==> src/rtl/ir_stall_cache_if.sv <==
// Fetch-to-decode instruction bus for the stall cache: stall/flush control,
// the fetched word, and the held word plus hold statistics going to decode.
interface ir_stall_cache_if #(
  parameter int WIDTH = 16,
  parameter int CNT_W = 8
);
  logic             stall;
  logic             flush;
  logic [WIDTH-1:0] i_data;
  logic [WIDTH-1:0] o_data;
  logic             o_hold;
  logic [CNT_W-1:0] o_hold_cnt;
  logic             o_hold_sat;
  logic [CNT_W-1:0] o_hold_events;

  modport master (
    output stall, flush, i_data,
    input  o_data, o_hold, o_hold_cnt, o_hold_sat, o_hold_events
  );

  modport slave (
    input  stall, flush, i_data,
    output o_data, o_hold, o_hold_cnt, o_hold_sat, o_hold_events
  );
endinterface

==> src/rtl/ir_stall_cache.sv <==
// Instruction-register stall cache: a delayed copy of stall freezes the word
// presented to decode, with saturating hold-length and wrapping episode counters.
module ir_stall_cache #(
  parameter int WIDTH = 16,
  parameter int LAT   = 2,
  parameter int CNT_W = 8
) (
  input  logic             clk,
  input  logic             rst,
  ir_stall_cache_if.slave  bus
);

  logic [LAT-1:0]   sr_q,    sr_d;
  logic [WIDTH-1:0] cache_q, cache_d;
  logic [CNT_W-1:0] cnt_q,   cnt_d;
  logic [CNT_W-1:0] ev_q,    ev_d;
  logic             hold;
  logic             hold_nxt;

  function automatic logic [CNT_W-1:0] sat_inc(input logic [CNT_W-1:0] v);
    return (v == {CNT_W{1'b1}}) ? v : v + CNT_W'(1);
  endfunction

  assign hold = sr_q[LAT-1];

  // Counters are driven from the hold value of the coming cycle, so they
  // already read 1 (and the new event) during the first hold cycle.
  always_comb begin
    sr_d[0] = bus.stall;
    for (int k = 1; k < LAT; k++) begin
      sr_d[k] = sr_q[k-1];
    end
    hold_nxt = sr_d[LAT-1];
    cache_d  = hold ? cache_q : bus.i_data;
    cnt_d    = '0;
    if (hold_nxt) begin
      cnt_d = hold ? sat_inc(cnt_q) : CNT_W'(1);
    end
    ev_d = (hold_nxt && !hold) ? ev_q + CNT_W'(1) : ev_q;
    if (bus.flush) begin
      sr_d    = '0;
      cache_d = '0;
      cnt_d   = '0;
      ev_d    = '0;
    end
  end

  always_ff @(posedge clk or posedge rst) begin
    if (rst) begin
      sr_q    <= '0;
      cache_q <= '0;
      cnt_q   <= '0;
      ev_q    <= '0;
    end else begin
      sr_q    <= sr_d;
      cache_q <= cache_d;
      cnt_q   <= cnt_d;
      ev_q    <= ev_d;
    end
  end

  assign bus.o_data        = hold ? cache_q : bus.i_data;
  assign bus.o_hold        = hold;
  assign bus.o_hold_cnt    = cnt_q;
  assign bus.o_hold_sat    = (cnt_q == {CNT_W{1'b1}});
  assign bus.o_hold_events = ev_q;

endmodule

==> src/flat_wrapper.sv <==
// flat-port wrapper written by rule: the top's interface ports become plain ports
module ir_stall_cache_flat 
#(
  parameter int WIDTH = 16,
  parameter int LAT   = 2,
  parameter int CNT_W = 8
)
  (clk, rst, bus_stall, bus_flush, bus_i_data, bus_o_data, bus_o_hold, bus_o_hold_cnt, bus_o_hold_sat, bus_o_hold_events);
  ir_stall_cache_if #(.WIDTH(WIDTH), .CNT_W(CNT_W)) bus_i ();
  input  logic clk;
  input  logic rst;
  input wire logic [$bits(bus_i.stall)-1:0] bus_stall;
  input wire logic [$bits(bus_i.flush)-1:0] bus_flush;
  input wire logic [$bits(bus_i.i_data)-1:0] bus_i_data;
  output wire logic [$bits(bus_i.o_data)-1:0] bus_o_data;
  output wire logic [$bits(bus_i.o_hold)-1:0] bus_o_hold;
  output wire logic [$bits(bus_i.o_hold_cnt)-1:0] bus_o_hold_cnt;
  output wire logic [$bits(bus_i.o_hold_sat)-1:0] bus_o_hold_sat;
  output wire logic [$bits(bus_i.o_hold_events)-1:0] bus_o_hold_events;
  assign bus_i.stall = bus_stall;
  assign bus_i.flush = bus_flush;
  assign bus_i.i_data = bus_i_data;
  assign bus_o_data = bus_i.o_data;
  assign bus_o_hold = bus_i.o_hold;
  assign bus_o_hold_cnt = bus_i.o_hold_cnt;
  assign bus_o_hold_sat = bus_i.o_hold_sat;
  assign bus_o_hold_events = bus_i.o_hold_events;
  ir_stall_cache #(.WIDTH(WIDTH), .LAT(LAT), .CNT_W(CNT_W)) u_core (.clk(clk), .rst(rst), .bus(bus_i));
endmodule
==> config.mk <==
export PLATFORM = sky130hd
export DESIGN_NAME = ir_stall_cache_flat
export DESIGN_NICKNAME = d
export VERILOG_FILES = /design/src/rtl/ir_stall_cache_if.sv /design/src/rtl/ir_stall_cache.sv /design/src/flat_wrapper.sv
export SDC_FILE = /design/constraint.sdc
export NUM_CORES = 1
export LEC_CHECK = 0
export CELL_PAD_IN_SITES_DETAIL_PLACEMENT = 1
export CELL_PAD_IN_SITES_GLOBAL_PLACEMENT = 1
export CORE_UTILIZATION = 31
export DETAILED_ROUTE_END_ITERATION = 8
export PLACE_DENSITY = 0.75
export SLEW_MARGIN = 20
export SYNTH_ARGS = -nofsm -noshare
export SYNTH_HDL_FRONTEND = slang
export SYNTH_SLANG_ARGS = --single-unit
==> constraint.sdc <==
create_clock -name clk -period 2.65 [get_ports clk]
set_clock_uncertainty 0.15 [all_clocks]
set_input_delay 0.53 -clock clk [delete_from_list [all_inputs] [get_ports clk]]
set_output_delay 0.53 -clock clk [all_outputs]
set_load 0.01 [all_outputs]
==> results.md, run 1 <==
- Row generation in the floorplan step produced 25 rows.
- The path class of the tightest hold or removal check is register to register.
- In this run the critical register-to-register path is captured at u_core.bus.o_hold_events[6].
- At the end of the flow, the number of nets in the layout was 226.
- Timing would allow up to 387 MHz.
- The total via count after detailed routing is 1343.
- The category of the critical setup timing path is register to output pin.
- Before CTS, the worst setup slack after placement is 213 ps.
- The detailed-placement wirelength estimate is 3.05 mm.
- The setup slack of the critical path after layout is 68.7 ps.
- Along the worst path, the maximum fanout reaches 5.
- After synthesis, the cell types taking the most area are dfrtp_1 (52%), mux2_2 (12%), nor2b_1 (8.1%), a21oi_1 (1.9%), nand3_1 (1.9%).
- At the worst endpoint, the required time is 1970 ps.
- The startpoint identified for the worst hold timing path is u_core.bus.o_hold_events[5].
- The largest net degree at the start of global routing is 35.
- The tool flagged a number of max-cap violations equal to 0.
- The fraction of layout cells with a size suffix above 1 is 15.1%.
- The share of total power dissipated in combinational logic is 12.7%.
- The number of hold violations in the final report came to 0.
- After layout, the design draws a total of 1.16 mW.
- Setup repair after global routing left no endpoint under its margin.
- The launching point of the worst reg2reg path is u_core.sr_q[1].
- The flow ran to the end, and the final reports show no timing, DRC or antenna violations.
- The startpoint of the worst setup timing path is u_core.bus.o_hold_cnt[0].
- Walking the worst path, the cells encountered are ha_2, and4_1, nand2_1, inv_1, clkdlybuf4s50_1.
- The endpoint arrival time on the critical path is 1900 ps.
- The worst register-to-register path has a depth of 4.
- The library cell used as clock root buffer is clkbuf_8.
- The number of design-rule violations left by the first detailed-router iteration is 70.
- The number of antenna repair diodes is 0.
- The setup TNS after final layout is 0 ps.
- The average wire length per cell after detail routing is 15.3 µm.
- The area of all placed cells without fillers is 2350 µm².
- The share of the clock period used by the worst path after layout is 97.4%.
- The cell type with the highest aggregate area in the netlist is dfrtp_1.
- At the later pin of the worst-skew pair, clock insertion delay measures 280 ps.
- The mean instance size in the synthesized netlist is 11.1 µm².
- The number of top-level pins is 54.
- The share of the yosys chip area belonging to registers is 52.4%.
- The effective utilization at floorplan is 33.3%.
- Net switching is 21.6% of the power.
- TritonCTS built the clock tree.
- From bottom edge to top edge, the die measures 74.4 µm.
- Before antenna repair, the detailed router went through 4 iterations.
- For this run, the slowest stage of the critical path takes 550 ps.
- The weighted congestion reported at the end of routability-driven placement is 0.771.
- The final period demand of the worst path is 2580 ps.
- The most common library cell in the layout ignoring fill and taps is clkdlybuf4s50_1.
- The antenna violation net count after detailed routing is 0.
- The worst hold slack is 440 ps.
- Once placement completed, the tool counted placed cells totaling 263.
- The sum of routed wire length over all layers is 4.16 mm.
- The initial antenna violation count is 0.
- In this run the cell area of the synthesized design comes to 1620 µm².
- The worst-case headroom to the max-slew limit is 70.5%.
- For hold timing, the worst endpoint is u_core.bus.o_hold_events[5].
- The H-tree was split into 2 levels.
- The number of slew-limit violations in the final report is 0.
- During placement, the flow inserted port buffers numbering 53.
- CTS saw 34 sinks.
- The proportion of power drawn by flip-flops and latches is 47.5%.
- The reported leakage power is 0.986 nW.
- The kind of start point of the critical path is a register.
- Summed over all layers, the global routing overflow is 0.
- The die outline area is 5530 µm².
- The internal power is 908 µW.
- At the pin with the least slew margin, the transition time is 442 ps.
- Synthesis produced a netlist whose cell count is 146.
- For this run, design rule violations remaining after detail routing come to 0.
- The top cell type by area accounts for 52.4% of the synthesized area.
- In the layout the commonest cells are clkdlybuf4s50_1 (53), dfrtp_1 (32), nor2b_1 (21), mux2_2 (18), nand2_1 (8).
- Summing all placed instances gives a cell area of 2230 µm².
- The clock-pin slew on the worst setup and hold paths is 70 ps.
- Setup slack on the worst reg-to-reg path comes out at 580 ps.
- The worst hold path passes through 2 cells.
- In this run, CTS created clock tree buffers numbering 5.
- The wire length of the first global-routing pass is 6.88 mm.
- The via count of the first global-routing pass is 1453.
- The total area inside the core boundary comes to 4880 µm².
- From left edge to right edge, the die measures 74.4 µm.
- Per report_power, the clock group accounts for 39.8% of the total.
- The worst setup path is captured at an output pin.
- The synthesized design contains 34 register bits.
- The number of warnings reported in the yosys synthesis log is 0.
- In this run the power density over the cells is 493 nW/µm².
- The number of setup violations in the final report is 0.
- Across the VDD grid, the largest voltage drop is 231 µV.
- Cells fill 48.1% of the core in the end.
- The number of distinct library cell variants in the gate-level netlist after synthesis is 34.
- Excluding fillers, the count of instances in the completed layout stands at 272.
- Across every metal layer, demand over resource in global routing totals 16.7%.
- From synthesis to final layout, the design area changed by 44.6%.
- No sink is reached through more buffers than the 2 on the longest clock path.
- The net count of the mapped netlist is 168.
- The slowest stage cell on the critical path is clkdlybuf4s50_1.
- Summed over all nets, the switching power comes to 250 µW.
- The per-cell via count in the routed design is 4.94.
[cells in the mapped netlist]
cell type,count
clkbuf_1,3
a311oi_1,1
nand4_1,1
or4_1,1
mux2i_1,2
or3_1,2
ha_1,2
nor4_1,2
a31oi_1,2
and3_1,3
dfrtp_1,34
buf_6,1
mux2_2,18
a21oi_1,6
nand4b_1,1
nand3b_1,1
o21bai_1,1
nand2_1,8
o211ai_1,1
o31ai_1,1
and2_1,1
nor2b_1,21
nor2_1,6
nand3_1,6
nor4b_1,1
and3b_1,1
nor3b_1,1
and4_1,2
xor2_1,2
o21ai_0,6
buf_2,2
inv_1,3
nand2b_1,2
o211a_1,1
[worst max-delay path by stage]
stage / to / slack [ps] / cells after the start
2_1_floorplan: bus_o_hold_sat / 930 / 4
3_3_place_gp: bus_o_data[10] / 240 / 2
3_5_place_dp: bus_o_data[10] / 210 / 2
4_1_cts: bus_o_hold_sat / 8 / 5
5_1_grt: bus_o_hold_sat / 0.7 / 5
6_report: bus_o_hold_sat / 70 / 5
[registers in the layout, indices dropped and copies added (netlist names)]
name and cells:
u_core.cache_q 16, u_core.bus.o_hold_events 8, u_core.bus.o_hold_cnt 8, u_core.sr_q 2
[timing repair]
item / in CTS / in global routing
gates resized for setup: 1 / 2
hold buffers: 0 / 0
endpoints found under the setup margin: 16 / 1
setup buffers: 0 / 1
[per-layer routing]
metal | vias to the layer above | track usage, % | wire length [µm]
met3 | 2 | 7.45 | 380
li1 | 628 | - | -
met4 | 0 | 4.40 | 27
met1 | 665 | 19.7 | 1740
met5 | - | 0 | 0
met2 | 48 | 27.8 | 2020
[area by class of cell]
cell class,instances,area (µm²)
fill,551,2530
sequential,34,853
multi-input combinational,103,731
timing repair buffer,57,561
tap,67,83.8
clock buffer,7,76.3
clock inverter,1,30.0
inverter,3,11.3
[logic make-up (layout without fill, tap and decap cells)]
family / count (synthesis) / after routing / share of synthesized area (%)
muxes: 20 / 20 / 13.7
and+or+nand+nor: 60 / 60 / 21.5
AOI/OAI and AO/OA: 19 / 19 / 7.02
adders and majority gates: 2 / 2 / 1.54
buffers and inverters: 9 / 68 / 2.70
DFF: 34 / 34 / 52.4
xor gates and xnor gates: 2 / 2 / 1.08
[worst max-delay path: cells and delay by family (launching register included)]
family / cells / cell delay [ps]
fa+ha+maj: 1 / 230
buf+inv: 2 / 650
flops: 1 / 410
simple gates: 2 / 350
[power by group through the flow]
stage	clock [mW]	sequential, mW	combinational [mW]
finish	0.461	0.550	0.147
global placement	0	0.558	0.146
global route	0.502	0.552	0.161
floorplan	0	0.554	0.0695
detailed placement	0	0.560	0.150
CTS	0.477	0.550	0.151
No activity file was read; power rests on OpenSTA's default activity.
==> run 2: changes to the inputs <==
--- a/config.mk
+++ b/config.mk
@@ -9,6 +9,7 @@
 export CELL_PAD_IN_SITES_GLOBAL_PLACEMENT = 1
 export CORE_UTILIZATION = 31
 export DETAILED_ROUTE_END_ITERATION = 8
+export MAX_ROUTING_LAYER = met4
 export PLACE_DENSITY = 0.75
 export SLEW_MARGIN = 20
 export SYNTH_ARGS = -nofsm -noshare
==> results.md, run 2 (same netlist as run 1, synthesis figures left out) <==
- The run finished with clean final reports.
- The congestion estimate from routability-driven global placement came to 0.782.
- The clock drives 34 sinks.
- The placeable core region is 4880 µm².
- The kind of start point of the critical path is a register.
- The endpoint arrival time on the critical path is 1900 ps.
- The final period demand of the worst path is 2580 ps.
- Leaving out filler cells and counting taps, the final layout contains 272.
- The die covers 5530 µm².
- Entering global routing, the biggest net connects 35 pins.
- The residual overflow from global routing is 0.
- u_core.cache_q holds more flip-flops than any other register.
- By startpoint and endpoint, the worst setup path is classified as register to output pin.
- The per-cell via count in the routed design is 4.94.
- The antenna violation net count after detailed routing is 0.
- Clock-pin slew was measured on the worst setup and hold paths at 70 ps.
- The net count of the finished layout is 226.
- The height of the die is 74.4 µm.
- TritonCTS created 5 clock buffers.
- The worst-case IR drop observed on VDD is 234 µV.
- For this design the static power due to leakage is 0.986 nW.
- The number of hold buffers added after CTS was 0.
- For the worst-skew pair, the clock arrives at the later sink with an insertion delay of 280 ps.
- 54 I/O pins were placed.
- The cell sitting at the root of the clock tree is a clkbuf_8.
- The fraction of layout cells with a size suffix above 1 is 15.1%.
- After detailed routing, the total wire length is 4.18 mm.
- The H-tree depth is 2.
- The initial antenna violation count is 0.
- Summing over every cut layer, the via total after detailed routing is 1344.
- The transition time at the pin with the least slew margin is 446 ps.
- The worst pin sits at a relative slew slack of 70.3%.
- The startpoint of the most critical hold path is u_core.bus.o_hold_events[5].
- Of all nets on the critical path, the largest fanout is 5.
- The average wire length per cell after detail routing is 15.3 µm.
- The synthesis-to-layout area growth is 44.6%.
- The repair_antennas step left the layout with diodes totalling 0.
- Derived from the worst setup path, the maximum achievable clock frequency is 388 MHz.
- After legalization and detailed placement, the total HPWL measured 3.05 mm.
- Measured along the x axis, the die boundary spans 74.4 µm.
- The effective utilization at floorplan is 33.3%.
- In this run the deepest clock path goes through 2 buffers.
- The number of hold violations in the final report is 0.
- The first global-routing pass estimated 6.87 mm of wire.
- The placement row count is 25.
- At the worst endpoint, the required time is 1970 ps.
- The worst register-to-register path begins at u_core.sr_q[1].
- The number of setup violations in the final report is 0.
- The setup TNS after final layout is 0 ps.
- The critical path starts at u_core.bus.o_hold_cnt[0].
- The number of slew-limit violations in the final report is 0.
- The worst hold path class is register to register.
- Power spread over the standard cell area amounts to 494 nW/µm².
- The final-layout fill cell count is 551.
- The share of the clock period used by the worst path after layout is 97.2%.
- Leaving out fill and tap cells, the most frequent cells in the layout are clkdlybuf4s50_1 (53), dfrtp_1 (32), nor2b_1 (21), mux2_2 (18), nand2_1 (8).
- The number of design-rule violations left by the first detailed-router iteration is 71.
- The via count of the first global-routing pass is 1450.
- Setup repair after global routing left no endpoint under its margin.
- The number of port buffers is 53.
- The global routing usage summed across all routing layers is 17.2%.
- The number of flip-flops under the largest register name is 16.
- The total of max-cap violations is 0.
- The TritonCTS clock tree is built.
- The number of iterations in the first detailed-routing pass is 4.
- The endpoint type of the worst setup path is an output pin.
- The post-placement cell count is 263.
- The number of DRC violations after detailed routing is 0.
- The most common library cell in the layout ignoring fill and taps is clkdlybuf4s50_1.
run 2: cell counts in the layout (fill, tap and decap cells not counted):
No cell type changed its count.
run 2: repair_timing:
action | CTS | global route
setup endpoints to repair | 16 | 1
buffers inserted | 0 | 1
resized for setup | 1 | 2
run 2: power by group:
group	internal, mW	switching [mW]
clock	0.281	0.180
sequential	0.537	0.0127
combinational	0.0892	0.0584
total	0.908	0.251
run 2: layout make-up:
cell class / instances / area [µm²] / share of cell area [%]
sequential: 34 / 853 / 36.4
inverter: 3 / 11.3 / 0.480
tap: 67 / 83.8 / 3.57
clock inverter: 1 / 30.0 / 1.28
clock buffer: 7 / 76.3 / 3.25
multi-input combinational: 103 / 731 / 31.1
timing repair buffer: 57 / 561 / 23.9
run 2: worst paths after layout:
kind | to | slack (ps) | depth (start not counted)
max in group asynchronous | u_core.bus.o_hold_cnt[0] | 1500 | 3
min in group asynchronous | u_core.cache_q[15] | 500 | 3
worst max-delay path | bus_o_hold_sat | 70 | 5
worst min-delay path | u_core.bus.o_hold_events[5] | 440 | 2
worst min register to register | u_core.bus.o_hold_events[5] | 440 | 2
worst max register to register | u_core.bus.o_hold_events[6] | 580 | 4
run 2: layer usage:
layer | GRT usage [%] | part of all wire (%) | wire, µm
met1 | 20.6 | 43 | 1810
met2 | 27.8 | 49 | 2040
met3 | 5.96 | 7.1 | 298
met4 | 4.40 | 0.62 | 26
met5 | - | 0 | 0
run 2: critical path, stage by stage, from the launching register on:
cell             delay, ps
dfrtp_2                410
ha_2                   220
and4_1                 250
nand2_1                 90
inv_1                  100
clkdlybuf4s50_1        550
run 2: metrics by stage:
| step | setup slack (ps) | hold WS (ps) | util, % | power, mW | cell area, µm² |
|---|---|---|---|---|---|
| 2_1_floorplan | 933 | 419 | - | 0.624 | 1620 |
| 3_3_place_gp | 236 | 409 | 45.6 | 0.704 | 2230 |
| 3_5_place_dp | 213 | 424 | 45.6 | 0.709 | 2230 |
| 4_1_cts | 7.68 | 437 | 47.8 | 1.18 | 2330 |
| 5_1_grt | 0.732 | 456 | 48.1 | 1.21 | 2350 |
| 6_report | 74.0 | 440 | 48.1 | 1.16 | 2350 |
==> run 3: changes to the inputs <==
--- a/config.mk
+++ b/config.mk
@@ -11,7 +11,6 @@
 export DETAILED_ROUTE_END_ITERATION = 8
 export MAX_ROUTING_LAYER = met4
 export PLACE_DENSITY = 0.75
-export SLEW_MARGIN = 20
 export SYNTH_ARGS = -nofsm -noshare
 export SYNTH_HDL_FRONTEND = slang
 export SYNTH_SLANG_ARGS = --single-unit
==> results of run 3 <==
No change in the layout: final DEF, timing and power equal those of run 2.
